<file path="src/rtl/legv8_pkg.sv">
// Shared LEGv8 encodings: branch kinds, B.cond condition codes and PC sequencer states.
package legv8_pkg;

  typedef enum logic [2:0] {
    BR_NONE = 3'd0,
    BR_B    = 3'd1,
    BR_BL   = 3'd2,
    BR_CBZ  = 3'd3,
    BR_CBNZ = 3'd4,
    BR_COND = 3'd5,
    BR_REG  = 3'd6,
    BR_RSVD = 3'd7
  } br_kind_e;

  localparam logic [3:0] COND_EQ = 4'h0;
  localparam logic [3:0] COND_NE = 4'h1;
  localparam logic [3:0] COND_HS = 4'h2;
  localparam logic [3:0] COND_LO = 4'h3;
  localparam logic [3:0] COND_MI = 4'h4;
  localparam logic [3:0] COND_PL = 4'h5;
  localparam logic [3:0] COND_VS = 4'h6;
  localparam logic [3:0] COND_VC = 4'h7;
  localparam logic [3:0] COND_HI = 4'h8;
  localparam logic [3:0] COND_LS = 4'h9;
  localparam logic [3:0] COND_GE = 4'hA;
  localparam logic [3:0] COND_LT = 4'hB;
  localparam logic [3:0] COND_GT = 4'hC;
  localparam logic [3:0] COND_LE = 4'hD;
  localparam logic [3:0] COND_AL = 4'hE;
  localparam logic [3:0] COND_NV = 4'hF;

  typedef enum logic {
    ST_RUN    = 1'b0,
    ST_HALTED = 1'b1
  } state_e;

endpackage

</file>
<file path="src/rtl/cond_eval.sv">
// B.cond evaluator: combinational pass bit from {N,Z,C,V} and a 4-bit condition code.
module cond_eval
  import legv8_pkg::*;
(
  input  logic [3:0] flags_i,
  input  logic [3:0] cond_i,
  output logic       pass_o
);

  logic n, z, c, v, gt;

  assign n  = flags_i[3];
  assign z  = flags_i[2];
  assign c  = flags_i[1];
  assign v  = flags_i[0];
  assign gt = !z && (n == v);

  always_comb begin
    pass_o = 1'b1;
    case (cond_i)
      COND_EQ: pass_o = z;
      COND_NE: pass_o = !z;
      COND_HS: pass_o = c;
      COND_LO: pass_o = !c;
      COND_MI: pass_o = n;
      COND_PL: pass_o = !n;
      COND_VS: pass_o = v;
      COND_VC: pass_o = !v;
      COND_HI: pass_o = c && !z;
      COND_LS: pass_o = !(c && !z);
      COND_GE: pass_o = (n == v);
      COND_LT: pass_o = (n != v);
      COND_GT: pass_o = gt;
      COND_LE: pass_o = !gt;
      default: pass_o = 1'b1;  // AL and NV both always pass
    endcase
  end

endmodule

</file>
<file path="src/rtl/pc_branch_unit.sv">
// LEGv8 program counter with branch resolution, stall hold and RUN/HALTED sequencing.
// Define PC_PERF_EN to add retired/taken 32-bit performance counters.
module pc_branch_unit
  import legv8_pkg::*;
#(
  parameter int              ADDR_W    = 64,
  parameter int              BYTE_ADDR = 0,
  parameter logic [ADDR_W-1:0] RESET_PC = '0
) (
  input  logic              clk,
  input  logic              rst,
  input  logic              stall,
  input  logic [2:0]        br_kind,
  input  logic [31:0]       instr,
  input  logic              zero,
  input  logic [3:0]        flags,
  input  logic [ADDR_W-1:0] reg_target,
  input  logic              halt_req,
  input  logic              resume,
  output logic [ADDR_W-1:0] pc,
  output logic [ADDR_W-1:0] link_addr,
  output logic              taken,
  output logic              halted
`ifdef PC_PERF_EN
  ,
  output logic [31:0]       retired_cnt,
  output logic [31:0]       taken_cnt
`endif
);

  // state     | meaning
  // ST_RUN    | fetching; pc advances to next PC each unstalled edge
  // ST_HALTED | pc frozen until resume, which skips the halt instruction

  localparam int              SH   = (BYTE_ADDR != 0) ? 2 : 0;
  localparam logic [ADDR_W-1:0] STEP = (BYTE_ADDR != 0) ? ADDR_W'(4) : ADDR_W'(1);

  state_e            state_q, state_d;
  logic [ADDR_W-1:0] pc_q, pc_d;
  logic [ADDR_W-1:0] off26, off19, offset, next_pc, seq_pc;
  logic              cond_pass, cond_ok, use_reg, running;

  cond_eval u_cond (
    .flags_i (flags),
    .cond_i  (instr[3:0]),
    .pass_o  (cond_pass)
  );

  assign off26  = ADDR_W'($signed(instr[25:0])) << SH;
  assign off19  = ADDR_W'($signed(instr[23:5])) << SH;
  assign seq_pc = pc_q + STEP;

  always_comb begin
    cond_ok = 1'b0;
    use_reg = 1'b0;
    offset  = off26;
    case (br_kind)
      BR_B, BR_BL: cond_ok = 1'b1;
      BR_CBZ:  begin cond_ok = zero;      offset = off19; end
      BR_CBNZ: begin cond_ok = !zero;     offset = off19; end
      BR_COND: begin cond_ok = cond_pass; offset = off19; end
      BR_REG:  begin cond_ok = 1'b1;      use_reg = 1'b1; end
      default: cond_ok = 1'b0;
    endcase
  end

  assign running = (state_q == ST_RUN) && !stall && !halt_req;
  assign taken   = cond_ok && running;
  assign next_pc = !taken ? seq_pc : (use_reg ? reg_target : pc_q + offset);

  always_comb begin
    state_d = state_q;
    pc_d    = pc_q;
    if (!stall) begin
      case (state_q)
        ST_RUN: begin
          if (halt_req) state_d = ST_HALTED;
          else          pc_d    = next_pc;
        end
        ST_HALTED: begin
          if (resume) begin
            state_d = ST_RUN;
            pc_d    = seq_pc;
          end
        end
        default: state_d = ST_RUN;
      endcase
    end
  end

  always_ff @(posedge clk or negedge rst) begin
    if (!rst) begin
      state_q <= ST_RUN;
      pc_q    <= RESET_PC;
    end else begin
      state_q <= state_d;
      pc_q    <= pc_d;
    end
  end

  assign pc        = pc_q;
  assign link_addr = seq_pc;
  assign halted    = (state_q == ST_HALTED);

`ifdef PC_PERF_EN
  logic [31:0] retired_q, taken_cnt_q;

  // taken already implies an unstalled RUN update without halt_req
  always_ff @(posedge clk or negedge rst) begin
    if (!rst) begin
      retired_q   <= '0;
      taken_cnt_q <= '0;
    end else begin
      if (running) retired_q   <= retired_q + 32'd1;
      if (taken)   taken_cnt_q <= taken_cnt_q + 32'd1;
    end
  end

  assign retired_cnt = retired_q;
  assign taken_cnt   = taken_cnt_q;
`endif

  logic unused_instr_bits;
  assign unused_instr_bits = ^{instr[31:26], instr[4]};

endmodule

</file>
<file path="config.mk">
export PLATFORM = sky130hd
export DESIGN_NAME = pc_branch_unit
export DESIGN_NICKNAME = d
export VERILOG_FILES = /design/src/rtl/legv8_pkg.sv /design/src/rtl/cond_eval.sv /design/src/rtl/pc_branch_unit.sv
export SDC_FILE = /design/constraint.sdc
export NUM_CORES = 1
export LEC_CHECK = 0
export ABC_CLOCK_PERIOD_IN_PS = 5700
export BUFFER_PORTS_ARGS = -buffer_cell sky130_fd_sc_hd__buf_4
export CORE_UTILIZATION = 55
export DETAILED_ROUTE_END_ITERATION = 8
export PLACE_DENSITY = 0.82
export RECOVER_POWER = 25
export SYNTH_ARGS = -nofsm -noshare
export SYNTH_HDL_FRONTEND = slang
export SYNTH_SLANG_ARGS = --single-unit
</file>
<file path="constraint.sdc">
create_clock -name clk -period 5.7 [get_ports clk]
set_input_delay 1.14 -clock clk [delete_from_list [all_inputs] [get_ports clk]]
set_output_delay 1.14 -clock clk [all_outputs]
set_load 0.005 [all_outputs]
</file>
==> results of run 1 <==
-- where the power goes --
part           internal, W  total, W  switching (W)
Combinational      0.00194   0.00429        0.00234
Sequential        0.000669   0.00119       0.000519
Clock             0.000350  0.000590       0.000240
-- worst register-to-register path, stage by stage (launching register included) --
cell	delay (ps)
sky130_fd_sc_hd__dfrtp_1	500
sky130_fd_sc_hd__ha_1	230
sky130_fd_sc_hd__inv_1	60
sky130_fd_sc_hd__fa_1	380
sky130_fd_sc_hd__nand2b_1	180
sky130_fd_sc_hd__a21oi_1	230
sky130_fd_sc_hd__o221ai_1	250
sky130_fd_sc_hd__o211ai_1	320
sky130_fd_sc_hd__a41oi_2	290
sky130_fd_sc_hd__o31ai_4	340
sky130_fd_sc_hd__a21oi_1	120
sky130_fd_sc_hd__nor3_1	440
sky130_fd_sc_hd__mux2_1	380
sky130_fd_sc_hd__a21oi_1	150
-- flip-flops by register name, indices dropped and copies added (netlist names) --
name and flops:
pc 64, halted 1
-- worst min-delay path by stage --
stage	start	end	slack, ps
floorplan	pc[54]$_DFFE_PN0P_	pc[54]$_DFFE_PN0P_	530
global placement	halted$_DFFE_PN0N_	halted$_DFFE_PN0N_	540
detailed placement	halted$_DFFE_PN0N_	halted$_DFFE_PN0N_	560
CTS	halted$_DFFE_PN0N_	halted$_DFFE_PN0N_	570
global route	halted$_DFFE_PN0N_	halted$_DFFE_PN0N_	590
finish	halted$_DFFE_PN0N_	halted$_DFFE_PN0N_	560
-- per-layer routing --
| metal | vias to the layer above | track usage, % |
|---|---|---|
| li1 | 5348 | - |
| met1 | 5345 | 50.2 |
| met2 | 638 | 65.2 |
| met3 | 111 | 5.48 |
| met4 | 0 | 18.8 |
| met5 | - | 0 |
-- cell usage after synthesis, drive strengths merged, types with 5 or more instances --
library cell | n | area share, %
buf | 19 | 1.4
a21boi | 6 | 0.47
or3 | 8 | 0.52
mux2i | 6 | 0.62
a211o | 7 | 0.63
o21ai | 108 | 5.7
o221ai | 8 | 0.73
nand2 | 189 | 7.3
ha | 69 | 8.9
nor4 | 11 | 0.78
a31oi | 20 | 1.3
a211oi | 15 | 1.3
xnor2 | 74 | 6.8
clkbuf | 70 | 2.8
a21oi | 148 | 7.8
and3 | 23 | 1.6
a221o | 7 | 0.73
nand3 | 53 | 3.2
o31ai | 8 | 0.82
xor2 | 37 | 3.4
o22ai | 12 | 0.78
and4 | 5 | 0.48
nor3b | 6 | 0.58
nor2b | 9 | 0.61
nand4 | 38 | 2.5
and2 | 14 | 0.98
o21a | 10 | 0.79
nor2 | 102 | 4.1
nand2b | 11 | 0.71
inv | 37 | 1.4
o21bai | 17 | 1.3
dfrtp | 65 | 17
a21o | 45 | 3.5
o211ai | 19 | 1.5
nor3 | 32 | 1.7
-- layout make-up --
class / instances / share of cell area [%]
multi-input combinational: 1172 / 63.8
timing repair buffer: 255 / 16.3
clock inverter: 3 / 0.341
tap: 225 / 2.40
clock buffer: 13 / 2.13
sequential: 65 / 13.8
inverter: 37 / 1.18
-- cell families after synthesis --
family,synth area share [%]
compound gates,30.6
xor+xnor,10.1
fa+ha+maj,9.15
buf+inv,5.60
flops,16.8
mux,1.09
simple gates,26.6
-- through the flow --
step	setup WS [ps]	cells	power (W)	utilization, %	hold slack [ps]
2_1_floorplan	98.1	1363	0.00376	-	533
3_3_place_gp	508	1754	0.00530	66.5	539
3_5_place_dp	471	1754	0.00535	66.5	557
4_1_cts	773	1770	0.00596	68.2	566
5_1_grt	480	1770	0.00646	68.2	591
6_report	656	1770	0.00607	68.2	559
==> impl_metrics.json, run 1 <==
{
  "status": "complete, but fails checks",
  "failed_checks": "capacitance limit, slew limit",
  "timing.critical_path.max_delay_family": "compound AO/OA/AOI/OAI gates",
  "worstPathCellList": "buf_4 > mux2i_1 > buf_4 > and2_0 > a21o_1 > buf_4 > ha_1 > a21oi_1 > o21bai_1 > a21oi_1 > o21ai_0 > nor2_1 > nand2_1 > a21oi_1 > nor3_1 > mux2_1 > a21oi_1",
  "synth_enable_flop_cells": 0,
  "timing.critical_path.mode_cell": "sky130_fd_sc_hd__a21oi_1",
  "timing.final.setup_violations": 0,
  "reg2regPathDepth": 13,
  "first_global_vias": 10385,
  "fmaxAchievable_mhz": 198,
  "antenna_violating_nets_left": 0,
  "synth_sequential_area_ratio_pct": 16.8,
  "actual_slew_at_the_worst_max_slew_pin_ps": 3980,
  "timing.critical_path.slowest_stage_cell": "sky130_fd_sc_hd__o21ai_0",
  "report.final.hold_viol_count": 0,
  "via_total_after_detailed_routing": 11442,
  "nets_finish": 1719,
  "yosysUniqueCellTypes": 93,
  "yosysWarningCount": 0,
  "syn_inst": 1363,
  "cp_num_cells": 17,
  "grt_use_total_pct": 39.3,
  "multi_input_area_um2": 7500,
  "synth_area_um2": 9660,
  "layout-drive-gt1-share_pct": 20.6,
  "design.die.area_um2": 18100,
  "vdd.ir_drop.worst_mv": 0.278,
  "rsz0062_at_grt": "false",
  "final_slew_violations": 66,
  "hold_depth": 2,
  "dr_wl_met3_mm": 3.06,
  "cts.repair.resized": 0,
  "reg2reg_to": "pc[60]$_DFFE_PN0P_",
  "post-route-period-util_pct": 88.5,
  "pin_count": 239,
  "clk_latency_ps": 360,
  "clock_transition_time_at_the_flip_flop_clock_pins_of_the_worst_setup_and_hold_paths_ps": 60,
  "clock-sinks": 65,
  "synth_area_per_cell_um2": 7.08,
  "r2r_setup_slack_ps": 1790,
  "cts_buffer_depth": 2,
  "post-route-drc-count": 0,
  "worst_setup_path_end_kind": "flip-flop",
  "p_leak_nw": 5.29,
  "drt_iter0_markers": 1216,
  "layout_stage_area_growth_over_the_synthesis_result_pct": 21.7,
  "powerDensity_nw_per_um2": 516,
  "dp_hpwl_mm": 27.4,
  "worst_r2r_startpoint": "pc[0]$_DFFE_PN0P_",
  "starting_utilization_of_the_core_area_pct": 56.0,
  "timing.critical_path.from": "br_kind[2]",
  "finalWeightedCongestion": 1.03,
  "cts_setup_buffers": 0,
  "cts-hold-fix-buffers": 0,
  "class_of_the_tightest_hold_or_removal_check": "reg2reg",
  "buffer_ports.inserted": 232,
  "initial_antenna_violation_count": 0,
  "sequential_cell_area_um2": 1630,
  "yosys_register_bits": 65,
  "grt.overflow.total": 0,
  "core_region_area_um2": 17200,
  "ys_async_sr_fraction_pct": 100,
  "detailed_place.area_um2": 11500,
  "critical_path_buf_inv_count": 3,
  "route.layer.met1.wl_mm": 15.0,
  "placement_rows": 48,
  "routedWlPerCell_um": 20.5,
  "worstPathRequired_ps": 5980,
  "cts_tree": "yes",
  "crit_path_class": "in2reg",
  "post-route-min-period_ps": 5040,
  "dieWidth_um": 135,
  "relSlewSlack_pct": -165,
  "cts_root_buf": "sky130_fd_sc_hd__clkbuf_16",
  "highest_layer": "met4",
  "cts-htree-levels": 3,
  "antenna_cells": 0,
  "timing.critical_path.from_type": "input pin",
  "layout_common_cells": "sky130_fd_sc_hd__buf_4 (254), sky130_fd_sc_hd__nand2_1 (189), sky130_fd_sc_hd__a21oi_1 (144)",
  "die_height_um": 135,
  "cp.arrival_ps": 5320,
  "cts_buffers": 9,
  "mappedNetlistNets": 1542,
  "wl_met2_mm": 16.7,
  "maxCapViolCount": 1,
  "worst_setup_path_endpoint": "pc[60]$_DFFE_PN0P_",
  "synth_flop_cell": "sky130_fd_sc_hd__dfrtp_1",
  "detail_route.wirelength_mm": 36.3,
  "num-fill-cells": 1573,
  "setup-tns-final_ps": 0,
  "critical_path.max_stage_delay_ps": 610,
  "grt_first_pass_wirelength_mm": 55.6,
  "detail_route.vias_per_cell": 6.46,
  "detailedRoute.firstPassIterationCount": 6,
  "pin_count_of_the_biggest_net_entering_global_routing": 66,
  "final_design_area_no_fill_um2": 11800,
  "crit_path_max_fanout": 16,
  "fin_worst_skew_ps": 10.1,
  "mostFrequentLayoutCell": "sky130_fd_sc_hd__buf_4"
}
No activity file was read; power rests on OpenSTA's default activity.
==> inputs of run 2 (changes only) <==
ABC_AREA = 1   (was unset)
PLACE_DENSITY = 0.79   (was 0.82)
==> impl_metrics.json, run 2 <==
{
  "status": "complete, but fails checks",
  "failed_checks": "capacitance limit, slew limit",
  "pin_count": 239,
  "timing.critical_path.slowest_stage_cell": "sky130_fd_sc_hd__ha_1",
  "synth_sequential_area_ratio_pct": 12.9,
  "vdd.ir_drop.worst_mv": 0.297,
  "synth_flop_cell": "sky130_fd_sc_hd__dfrtp_1",
  "mappedNetlistNets": 2696,
  "cp.arrival_ps": 4830,
  "most_area_consuming_cells_after_synthesis": "sky130_fd_sc_hd__nand2_1 (31%), sky130_fd_sc_hd__inv_1 (16%), sky130_fd_sc_hd__dfrtp_1 (13%), sky130_fd_sc_hd__nor2_1 (7.7%), sky130_fd_sc_hd__nand3_1 (7.0%)",
  "post-route-period-util_pct": 80.7,
  "netlist.top_cell.by_area": "sky130_fd_sc_hd__nand2_1",
  "report.final.hold_viol_count": 0,
  "cts-htree-levels": 3,
  "finalWeightedCongestion": 1.09,
  "post-route-min-period_ps": 4600,
  "yosysUniqueCellTypes": 35,
  "crit_path_max_fanout": 42,
  "grt.overflow.total": 0,
  "synth_top_family_by_area": "simple AND/OR/NAND/NOR gates",
  "detailedPlace.worstSlack_ps": 876,
  "core_region_area_um2": 22600,
  "synthMostInstantiatedCell": "sky130_fd_sc_hd__nand2_1",
  "rsz0062_at_grt": "false",
  "relSlewSlack_pct": -148,
  "clock-sinks": 65,
  "timing.critical_path.from_type": "input pin",
  "power_w": 0.00765,
  "layout_common_cells": "sky130_fd_sc_hd__nand2_1 (1031), sky130_fd_sc_hd__inv_1 (530), sky130_fd_sc_hd__nor2_1 (260)",
  "antenna_violating_nets_left": 0,
  "drt_iter0_markers": 2191,
  "maxCapViolCount": 1,
  "timing.critical_path.mode_cell": "sky130_fd_sc_hd__nand2_1",
  "via_total_after_detailed_routing": 16653,
  "synth_enable_flop_cells": 0,
  "clk_latency_ps": 340,
  "dp_hpwl_mm": 44.2,
  "actual_slew_at_the_worst_max_slew_pin_ps": 3720,
  "cts_buffer_depth": 2,
  "cts.repair.resized": 0,
  "synth-simple-area-share_pct": 51.1,
  "yosysWarningCount": 0,
  "cts_tree": "yes",
  "syn_inst": 2517,
  "detailed_place.area_um2": 14600,
  "hold_depth": 2,
  "fmaxAchievable_mhz": 217,
  "synth_adder_area_share_pct": 6.98,
  "grt_use_total_pct": 44.3,
  "cts-hold-fix-buffers": 0,
  "mostFrequentLayoutCell": "sky130_fd_sc_hd__nand2_1",
  "ys_async_sr_fraction_pct": 100,
  "die_height_um": 154,
  "critical_path.max_stage_delay_ps": 430,
  "pin_count_of_the_biggest_net_entering_global_routing": 105,
  "nets_finish": 2903,
  "class_of_the_tightest_hold_or_removal_check": "reg2reg",
  "synth_common_cells": "sky130_fd_sc_hd__nand2_1 (1031), sky130_fd_sc_hd__inv_1 (531), sky130_fd_sc_hd__nor2_1 (261), sky130_fd_sc_hd__nand3_1 (177), sky130_fd_sc_hd__a21oi_1 (86)",
  "starting_utilization_of_the_core_area_pct": 56.0,
  "reg2regPathDepth": 16,
  "timing.final.setup_violations": 0,
  "routedWlPerCell_um": 17.6,
  "clock_transition_time_at_the_flip_flop_clock_pins_of_the_worst_setup_and_hold_paths_ps": 60,
  "crit_path_class": "in2reg",
  "placement_rows": 55,
  "post_synth_mux_area_share_pct": 0.851,
  "synth_area_per_cell_um2": 5.03,
  "detail_route.vias_per_cell": 5.53,
  "layout_stage_area_growth_over_the_synthesis_result_pct": 17.9,
  "powerDensity_nw_per_um2": 513,
  "synth_area_um2": 12700,
  "synth_compound_gate_area_share_pct": 5.48,
  "worstPathRequired_ps": 5930,
  "synth_xor_area_share_pct": 5.05,
  "cts_setup_buffers": 0,
  "grt_first_pass_wirelength_mm": 79.5,
  "largest_register_ff_count": 64,
  "design.die.area_um2": 23600,
  "layout-drive-gt1-share_pct": 10.5,
  "final_design_area_no_fill_um2": 14900,
  "setup-tns-final_ps": 0,
  "initial_antenna_violation_count": 0,
  "yosys_register_bits": 65,
  "post-route-drc-count": 0,
  "dieWidth_um": 154,
  "worst_setup_path_end_kind": "flip-flop",
  "detailedRoute.firstPassIterationCount": 6,
  "p_leak_nw": 9.02,
  "detail_route.wirelength_mm": 53.2,
  "setup_ws_ps": 1100,
  "synth_top_area_share_pct": 30.6,
  "fin_worst_skew_ps": 13.1,
  "cts_root_buf": "sky130_fd_sc_hd__clkbuf_16",
  "finalHoldWorstSlack_ps": 518,
  "cts_buffers": 9,
  "first_global_vias": 14952,
  "final_slew_violations": 66,
  "buffer_ports.inserted": 232
}
[run 2: changes by cell type in the layout (fill, tap and decap cells not counted), moves of 17 or more]
cell,before,now
sky130_fd_sc_hd__nand3_1,48,177
sky130_fd_sc_hd__nor2_1,99,260
sky130_fd_sc_hd__inv_1,35,530
sky130_fd_sc_hd__a21oi_1,144,86
sky130_fd_sc_hd__a21o_1,44,0
sky130_fd_sc_hd__o21bai_1,17,0
sky130_fd_sc_hd__o211ai_1,19,0
sky130_fd_sc_hd__xor2_1,37,55
sky130_fd_sc_hd__o21ai_0,102,40
sky130_fd_sc_hd__a31oi_1,20,0
sky130_fd_sc_hd__xnor2_1,73,18
sky130_fd_sc_hd__nand2_1,189,1031
[run 2: worst paths after layout]
path	to	slack [ps]	from
worst max-delay path	pc[60]$_DFFE_PN0P_	1100	br_kind[2]
worst min-delay path	pc[63]$_DFFE_PN0P_	520	pc[63]$_DFFE_PN0P_
worst max register to register	pc[60]$_DFFE_PN0P_	2670	pc[0]$_DFFE_PN0P_
worst min register to register	pc[63]$_DFFE_PN0P_	520	pc[63]$_DFFE_PN0P_
max in group asynchronous	pc[8]$_DFFE_PN0P_	1510	rst
min in group asynchronous	pc[55]$_DFFE_PN0P_	2060	rst
[run 2: area by class of cell]
class | instances | area, um2
diodes | 1 | 2.50
clock buffers | 12 | 246
clock inverters | 3 | 65.1
fillers | 2280 | 7650
inverters | 535 | 2010
multi-input cells | 1872 | 8810
flip-flops and latches | 65 | 1630
well taps | 285 | 357
repair buffers | 241 | 1810
[run 2: metal layers]
layer	global-route usage, %	wire, um	part of all wire (%)	vias up
li1	-	-	-	7990
met1	61.0	21500	40	7431
met2	67.7	22400	42	1069
met3	7.07	6650	13	163
met4	20.5	2560	4.8	0
met5	0	0	0	-
[run 2: kinds of logic (layout without fill, tap and decap cells)]
group,count (synthesis),in the layout
AND/OR/NAND/NOR,1582,1582
other,0,1
multiplexers,10,10
buffers and inverters,580,791
XOR/XNOR,73,73
adder cells (fa/ha/maj),70,70
AO/OA/AOI/OAI,137,137
flip-flops,65,65
[run 2: worst max-delay path: cells and delay by family]
family / cells / cell delay (ps)
compound gates: 1 / 170
fa+ha+maj: 1 / 430
buf+inv: 7 / 810
simple gates: 16 / 2250
[run 2: report_power, final]
part,switching [W],leakage (nW),internal (W)
Combinational,0.00358,8.01,0.00206
Clock,0.000215,0.153,0.000392
Sequential,0.000724,0.853,0.000674
[run 2: stage by stage]
stage | utilization [%] | cells
floorplan | - | 2517
global placement | 64.7 | 2998
detailed placement | 64.7 | 2998
CTS | 66.1 | 3013
global route | 66.1 | 3013
finish | 66.1 | 3014
